File: config.mk
export PLATFORM = sky130hd
export DESIGN_NAME = execute_muldiv
export DESIGN_NICKNAME = d
export VERILOG_FILES = /design/src/rtl/execute_muldiv.sv
export SDC_FILE = /design/constraint.sdc
export NUM_CORES = 2
export LEC_CHECK = 0
export CAP_MARGIN = 15
export CORE_MARGIN = 2
export CORE_UTILIZATION = 35
export DETAILED_ROUTE_END_ITERATION = 16
export PLACE_DENSITY_LB_ADDON = 0.2
export SYNTH_ARGS = -nofsm -noshare
export SYNTH_HDL_FRONTEND = slang
export SYNTH_SLANG_ARGS = --single-unit
File: constraint.sdc
create_clock -name clk -period 6.9 [get_ports clk]
set_input_delay 1.035 -clock clk [delete_from_list [all_inputs] [get_ports clk]]
set_output_delay 1.035 -clock clk [all_outputs]
set_load 0.01 [all_outputs]
File: src/rtl/execute_muldiv.sv
// execute_muldiv: multi-cycle RV64M multiply/divide unit sitting beside the ALU.
// Handles MUL/MULH/MULHSU/MULHU/DIV/DIVU/REM/REMU and their W forms, one bit
// per cycle, and holds the result until the memory-stage side accepts it.
// Optional build macro: EXEC_MULDIV_EARLY_OUT_EN -- divide by zero and
// multiply by zero skip the iteration and complete one cycle after accept.
module execute_muldiv #(
  parameter int XLEN  = 64,
  parameter int CNT_W = 7
) (
  input  logic            clk,
  input  logic            reset_n,
  input  logic            in_valid,
  output logic            in_ready,
  input  logic [2:0]      op,
  input  logic            is_word,
  input  logic [XLEN-1:0] srca,
  input  logic [XLEN-1:0] srcb,
  input  logic            flush,
  output logic            out_valid,
  input  logic            out_ready,
  output logic [XLEN-1:0] result,
  output logic            busy
);

  typedef enum logic [1:0] {IDLE, CALC, DONE} stateT;

  localparam int SHW = XLEN - 32;

  stateT             state, stateNext;
  logic              accept, lastStep, calcEn;
  logic [CNT_W-1:0]  counter;
  logic [2:0]        opReg;
  logic              wordReg, negA, negB;
  logic [2*XLEN-1:0] accReg, accStep, prodSigned;
  logic [XLEN-1:0]   shiftReg, shiftStep, opBReg, resultReg;
  logic [XLEN-1:0]   remMag, rawRes, finalRes;
  logic [XLEN:0]     divPartial;
  logic [XLEN+1:0]   divDiff;
  logic              isDivIn, aSignedIn, bSignedIn, aNegIn, bNegIn;
  logic [XLEN-1:0]   aExt, bExt, aMag, bMag, shiftInit;

  // Operand preparation: extend word operands, take magnitudes, left-align the
  // iterated operand so the first step always sees its most significant bit.
  // NOTE: every signal written here gets a value on every path, so no latches.
  always_comb begin
    isDivIn   = op[2];
    aSignedIn = isDivIn ? ~op[0] : (~is_word & ((op == 3'd1) | (op == 3'd2)));
    bSignedIn = isDivIn ? ~op[0] : (~is_word & (op == 3'd1));
    if (is_word) begin
      aExt = {{SHW{aSignedIn & srca[31]}}, srca[31:0]};
      bExt = {{SHW{bSignedIn & srcb[31]}}, srcb[31:0]};
    end else begin
      aExt = srca;
      bExt = srcb;
    end
    aNegIn    = aSignedIn & aExt[XLEN-1];
    bNegIn    = bSignedIn & bExt[XLEN-1];
    aMag      = aNegIn ? -aExt : aExt;
    bMag      = bNegIn ? -bExt : bExt;
    shiftInit = is_word ? (aMag << SHW) : aMag;
  end

`ifdef EXEC_MULDIV_EARLY_OUT_EN
  logic            earlyHit;
  logic [XLEN-1:0] earlyResult;

  // Zero-operand shortcut: the answer is known from the operands alone.
  always_comb begin
    earlyHit = isDivIn ? (bExt == '0) : ((aExt == '0) | (bExt == '0));
    if (!isDivIn)   earlyResult = '0;
    else if (op[1]) earlyResult = is_word ? {{SHW{srca[31]}}, srca[31:0]} : srca;
    else            earlyResult = '1;
  end
`endif

  // State register.
  // NOTE: sequential state uses non-blocking assignments so every flop samples
  // the pre-edge values regardless of statement order.
  always_ff @(posedge clk or negedge reset_n) begin
    if (!reset_n) state <= IDLE;
    else          state <= stateNext;
  end

  // Next-state logic; flush wins over everything, including a new request.
  always_comb begin
    stateNext = state;
    accept    = 1'b0;
    lastStep  = 1'b0;
    if (flush) begin
      stateNext = IDLE;
    end else begin
      unique case (state)
        IDLE: if (in_valid) begin
          accept = 1'b1;
`ifdef EXEC_MULDIV_EARLY_OUT_EN
          stateNext = earlyHit ? DONE : CALC;
`else
          stateNext = CALC;
`endif
        end
        CALC: if (counter == CNT_W'(1)) begin
          lastStep  = 1'b1;
          stateNext = DONE;
        end
        DONE: if (out_ready) stateNext = IDLE;
        default: stateNext = IDLE;
      endcase
    end
  end

  assign calcEn    = (state == CALC) && !flush;
  assign in_ready  = (state == IDLE);
  assign busy      = (state != IDLE);
  assign out_valid = (state == DONE);
  assign result    = resultReg;

  // One iteration: MSB-first shift-add for multiply, restoring step for divide.
  always_comb begin
    divPartial = {accReg[XLEN-1:0], shiftReg[XLEN-1]};
    divDiff    = {1'b0, divPartial} - {2'b00, opBReg};
    if (opReg[2]) begin
      accStep   = {{(XLEN-1){1'b0}}, divDiff[XLEN+1] ? divPartial : divDiff[XLEN:0]};
      shiftStep = {shiftReg[XLEN-2:0], ~divDiff[XLEN+1]};
    end else begin
      accStep   = (accReg << 1) + (shiftReg[XLEN-1] ? {{XLEN{1'b0}}, opBReg} : '0);
      shiftStep = shiftReg << 1;
    end
  end

  // Result formation from the final iteration's values. Signed overflow needs
  // no special case: |min|/1 negated back is min, remainder 0. A signed
  // remainder by zero re-applies the dividend sign to |dividend|, giving the
  // dividend back; only the quotient needs the explicit all-ones override.
  always_comb begin
    prodSigned = (negA ^ negB) ? -accStep : accStep;
    remMag     = accStep[XLEN-1:0];
    if (opReg[2]) begin
      if (opReg[1])              rawRes = negA ? -remMag : remMag;
      else if (opBReg == '0)     rawRes = '1;
      else                       rawRes = (negA ^ negB) ? -shiftStep : shiftStep;
    end else if (wordReg || (opReg[1:0] == 2'd0)) begin
      rawRes = prodSigned[XLEN-1:0];
    end else begin
      rawRes = prodSigned[2*XLEN-1:XLEN];
    end
    finalRes = wordReg ? {{SHW{rawRes[31]}}, rawRes[31:0]} : rawRes;
  end

  // Datapath: latch the request on accept, iterate in CALC, register the result.
  always_ff @(posedge clk or negedge reset_n) begin
    if (!reset_n) begin
      counter   <= '0;
      opReg     <= '0;
      wordReg   <= 1'b0;
      negA      <= 1'b0;
      negB      <= 1'b0;
      accReg    <= '0;
      shiftReg  <= '0;
      opBReg    <= '0;
      resultReg <= '0;
    end else if (accept) begin
      counter  <= is_word ? CNT_W'(32) : CNT_W'(XLEN);
      opReg    <= op;
      wordReg  <= is_word;
      negA     <= aNegIn;
      negB     <= bNegIn;
      accReg   <= '0;
      shiftReg <= shiftInit;
      opBReg   <= bMag;
`ifdef EXEC_MULDIV_EARLY_OUT_EN
      if (earlyHit) resultReg <= earlyResult;
`endif
    end else if (calcEn) begin
      counter  <= counter - CNT_W'(1);
      accReg   <= accStep;
      shiftReg <= shiftStep;
      if (lastStep) resultReg <= finalRes;
    end
  end

endmodule

==> metrics.log <==
INFO  metric run_status = finished, final reports clean
INFO  metric synth_seq_area_share = 0.214
INFO  metric area_growth_syn_to_layout = 19.3%
INFO  metric drt_wl_total = 221 mm
INFO  metric post_synth_inst_count = 5431
INFO  metric yosys_register_bits = 334
INFO  metric report.final.setup_viol = 0
INFO  metric synth_enable_flop_cells = 0
INFO  metric aggregate_global_route_resource_usage = 0.377
INFO  metric die_width = 338 um
INFO  metric skew_pair_late_insertion_delay = 0.67 ns
INFO  metric synth_simple_gate_area_frac = 0.280
INFO  metric timing.critical_path.slowest_stage_cell = sky130_fd_sc_hd__a221oi_1
INFO  metric postSynthAreaPerCell = 7.18 um2
INFO  metric syn-cell-area = 0.0390 mm2
INFO  metric dpl_cell_area = 0.0448 mm2
INFO  metric ff2ff_setup_slack = 0.03 ns
INFO  metric die_y = 338 um
INFO  metric drt_pass1_iterations = 8
INFO  metric cp-end-kind = register
INFO  metric layout.core_utilization = 0.421
INFO  metric timing_max_transition_violations_final = 0
INFO  metric gr-total-overflow = 0
INFO  metric worst_setup_hold_path_clk_slew = 0.06 ns
INFO  metric max_freq = 146 MHz
INFO  metric post_route_ant_nets = 0
INFO  metric placeable_core_region = 0.111 mm2
INFO  metric initial_core_utilization = 0.352
INFO  metric synth_cell_types = 118
INFO  metric boundaryPins = 204
INFO  metric wl_per_cell = 30.5 um
INFO  metric tritoncts = built
INFO  metric synthXorXnorAreaFrac = 0.0833
INFO  metric ys_async_sr_fraction = 1.00
INFO  metric fin_nets = 6025
INFO  metric worstMarginPinSlew = 1.13 ns
INFO  metric grt_antenna_before_repair = 5
INFO  metric numClockSinks = 334
INFO  metric max_cap_violations = 0
INFO  metric cp_data_required_time = 7.41 ns
INFO  metric finish.instance_area = 0.0465 mm2
INFO  metric dieArea = 0.114 mm2
INFO  metric yosysMostFrequentCell = sky130_fd_sc_hd__nand2_1
INFO  metric drc = 0
INFO  metric post-route-min-period = 6.87 ns
INFO  metric reg2reg_start = shiftReg[63]
INFO  metric dp_hpwl = 178 mm
INFO  metric timing.max_slew.rel_slack = 0.246
INFO  metric grt_start_max_net_pins = 137
INFO  metric yosys-top-cells-count = sky130_fd_sc_hd__nand2_1, sky130_fd_sc_hd__nor2_1, sky130_fd_sc_hd__o21ai_0
INFO  metric syn_nets = 5704
INFO  metric reg2reg_to = result[23]
INFO  metric first_global_vias = 43215
INFO  metric leakagePower = 0.0184 uW
INFO  metric peakVddDrop = 0.000244 V
INFO  metric critical-path-top-cell-by-count = sky130_fd_sc_hd__a21oi_1
INFO  metric grt_first_pass_wirelength = 314 mm
INFO  metric final_min_period_over_clock_period = 0.996
INFO  metric synthAdderAreaFrac = 0.0440
INFO  metric synth_top_family_by_area = compound AO/OA/AOI/OAI gates
INFO  metric post-synth-top-area-cell = sky130_fd_sc_hd__dfrtp_1
INFO  metric root_buf_cell = sky130_fd_sc_hd__clkbuf_16
INFO  metric place.gp.congestion = 1.12
INFO  metric via_count = 47141
INFO  metric min-delay-path-class = primary input to async pin
INFO  metric vias_per_cell = 6.48
INFO  metric cts_max_level = 2
INFO  metric placementRows = 122
INFO  metric crit_chain = inv_2 > buf_12 > nor2_1 > ha_1 > a21oi_1 > o21ai_1 > a21oi_1 > nand3_1 > or2_2 > a21boi_0 > mux2i_1 > a22o_1 > or3_1 > nor3_2 > buf_4 > nand4_2 > o31ai_1 > xor2_1 > a221oi_1 > a21oi_1
INFO  metric drtIter0Drc = 6639
INFO  metric critPathMaxStageDelay = 0.57 ns
INFO  metric netlist_top_cells_area = sky130_fd_sc_hd__dfrtp_1, sky130_fd_sc_hd__nand2_1, sky130_fd_sc_hd__nor2_1, sky130_fd_sc_hd__o21ai_0, sky130_fd_sc_hd__a21oi_1
INFO  metric hold_violations = 0
INFO  metric critPathMaxFanout = 47
INFO  metric cts-buffers-inserted = 43
INFO  metric yosys.area.top_type_share = 0.214
INFO  metric power.density = 512 mW/mm2
INFO  metric ys.warnings.count = 0
INFO  metric synth_compound_gate_area_share = 0.301
INFO  metric layout-drive-gt1-share = 0.121
INFO  metric synth_mux_area_frac = 0.0261
INFO  metric worst-setup-path-type = register to register
INFO  metric cp_data_arrival_time = 7.38 ns
INFO  metric synth_top_flop_cell = sky130_fd_sc_hd__dfrtp_1
INFO  metric worst_clock_skew = 0.0427 ns
INFO  metric clock_path_buffers = 3
INFO  metric place.port_buffers = 203
INFO  metric worst_r2r_path_depth = 20
INFO  metric unrepaired_setup_endpoints_after_global_routing = true
INFO  metric critical_path.startpoint_type = register
==> worst max-delay path by stage <==
stage	depth (start not counted)	endpoint	slack (ns)	startpoint
2_1_floorplan	20	result[59]	0.99	shiftReg[63]
3_3_place_gp	26	result[16]	-0.13	shiftReg[63]
3_5_place_dp	28	result[16]	-0.16	shiftReg[63]
4_1_cts	25	result[46]	0.09	shiftReg[63]
5_1_grt	23	result[24]	-0.05	shiftReg[63]
6_report	20	result[23]	0.03	shiftReg[63]
==> state kept, by name, indices dropped and copies added, names as in the netlist <==
signal,count
accReg,127
counter,7
negA,1
negB,1
opBReg,64
opReg,3
result,64
shiftReg,64
state,2
wordReg,1
==> layout make-up <==
| cell class | instances | area (um2) |
|---|---|---|
| Clock inverter | 19 | 279 |
| Sequential cell | 334 | 8360 |
| Clock buffer | 56 | 1220 |
| Timing Repair Buffer | 627 | 5360 |
| Antenna cell | 1 | 2.50 |
| Tap cell | 1488 | 1860 |
| Multi-Input combinational cell | 4612 | 29000 |
| Inverter | 134 | 505 |
| Fill cell | 11642 | 64100 |
==> metal layers <==
| layer | GRT usage | wire, um | vias to the layer above | part of all wire |
|---|---|---|---|---|
| met5 | 0 | 40 | - | 0.00018 |
| met4 | 0.172 | 12500 | 6 | 0.057 |
| met3 | 0.0985 | 25300 | 482 | 0.11 |
| met1 | 0.517 | 92400 | 22759 | 0.42 |
| li1 | - | - | 20928 | - |
| met2 | 0.550 | 91200 | 2966 | 0.41 |
==> placed cells by master (no fill, tap or decap), drive strengths merged, types with 60 or more instances in the layout <==
master,Yosys,final
nand2,630,630
nand4,144,144
xor2,161,161
inv,132,133
ha,134,134
o21ai,463,463
o22ai,62,62
xnor2,210,210
o211ai,68,68
nor3,166,166
clkdlybuf4s50,0,201
a211oi,66,66
nor2,607,607
a22o,60,60
a31oi,110,110
o31ai,70,70
nor4,103,103
or3,66,66
mux2i,79,79
a21oi,437,437
buf,104,426
dfrtp,334,334
nand3,148,148
==> power breakdown <==
group / leakage, uW / total (uW) / internal, uW / switching (uW)
clock: 0.000724 / 2470 / 1440 / 1040
combinational: 0.0133 / 17800 / 5920 / 11900
sequential: 0.00435 / 3550 / 2540 / 1010
==> timing repair <==
action,CTS,global route
setup buffers,0,6
hold buffers,0,0
endpoints found under the setup margin,5,31
gates resized for setup,5,42
pin swaps,0,3
gates cloned,0,0
==> critical path: cells and delay by family (launching register included) <==
family | cells | cell delay, ns
fa+ha+maj | 1 | 0.41
xor+xnor | 1 | 0.26
mux | 1 | 0.25
simple gates | 6 | 2.09
buf+inv | 3 | 0.44
compound gates | 8 | 2.78
flops | 1 | 0.39
==> cell families (layout without fill, tap and decap cells) <==
family / count (synthesis) / after routing
and+or+nand+nor: 2222 / 2222
AOI/OAI and AO/OA: 1784 / 1784
buffers and inverters: 485 / 836
xor gates and xnor gates: 371 / 371
DFF: 334 / 334
adders and majority gates: 136 / 136
muxes: 99 / 99
other: 0 / 1
==> through the flow <==
step | power, uW | worst slack [ns] | cells | hold WS (ns) | TNS, ns
finish | 23800 | 0.0274 | 7271 | 0.414 | 0
global route | 24500 | -0.0535 | 7271 | 0.487 | -0.146
CTS | 22800 | 0.0930 | 7264 | 0.452 | 0
detailed placement | 20200 | -0.158 | 7189 | 0.473 | -0.315
global placement | 20300 | -0.129 | 7189 | 0.469 | -0.244
floorplan | 12400 | 0.994 | 5431 | 0.464 | 0
Note: power is estimated with default switching activity, not from simulation.
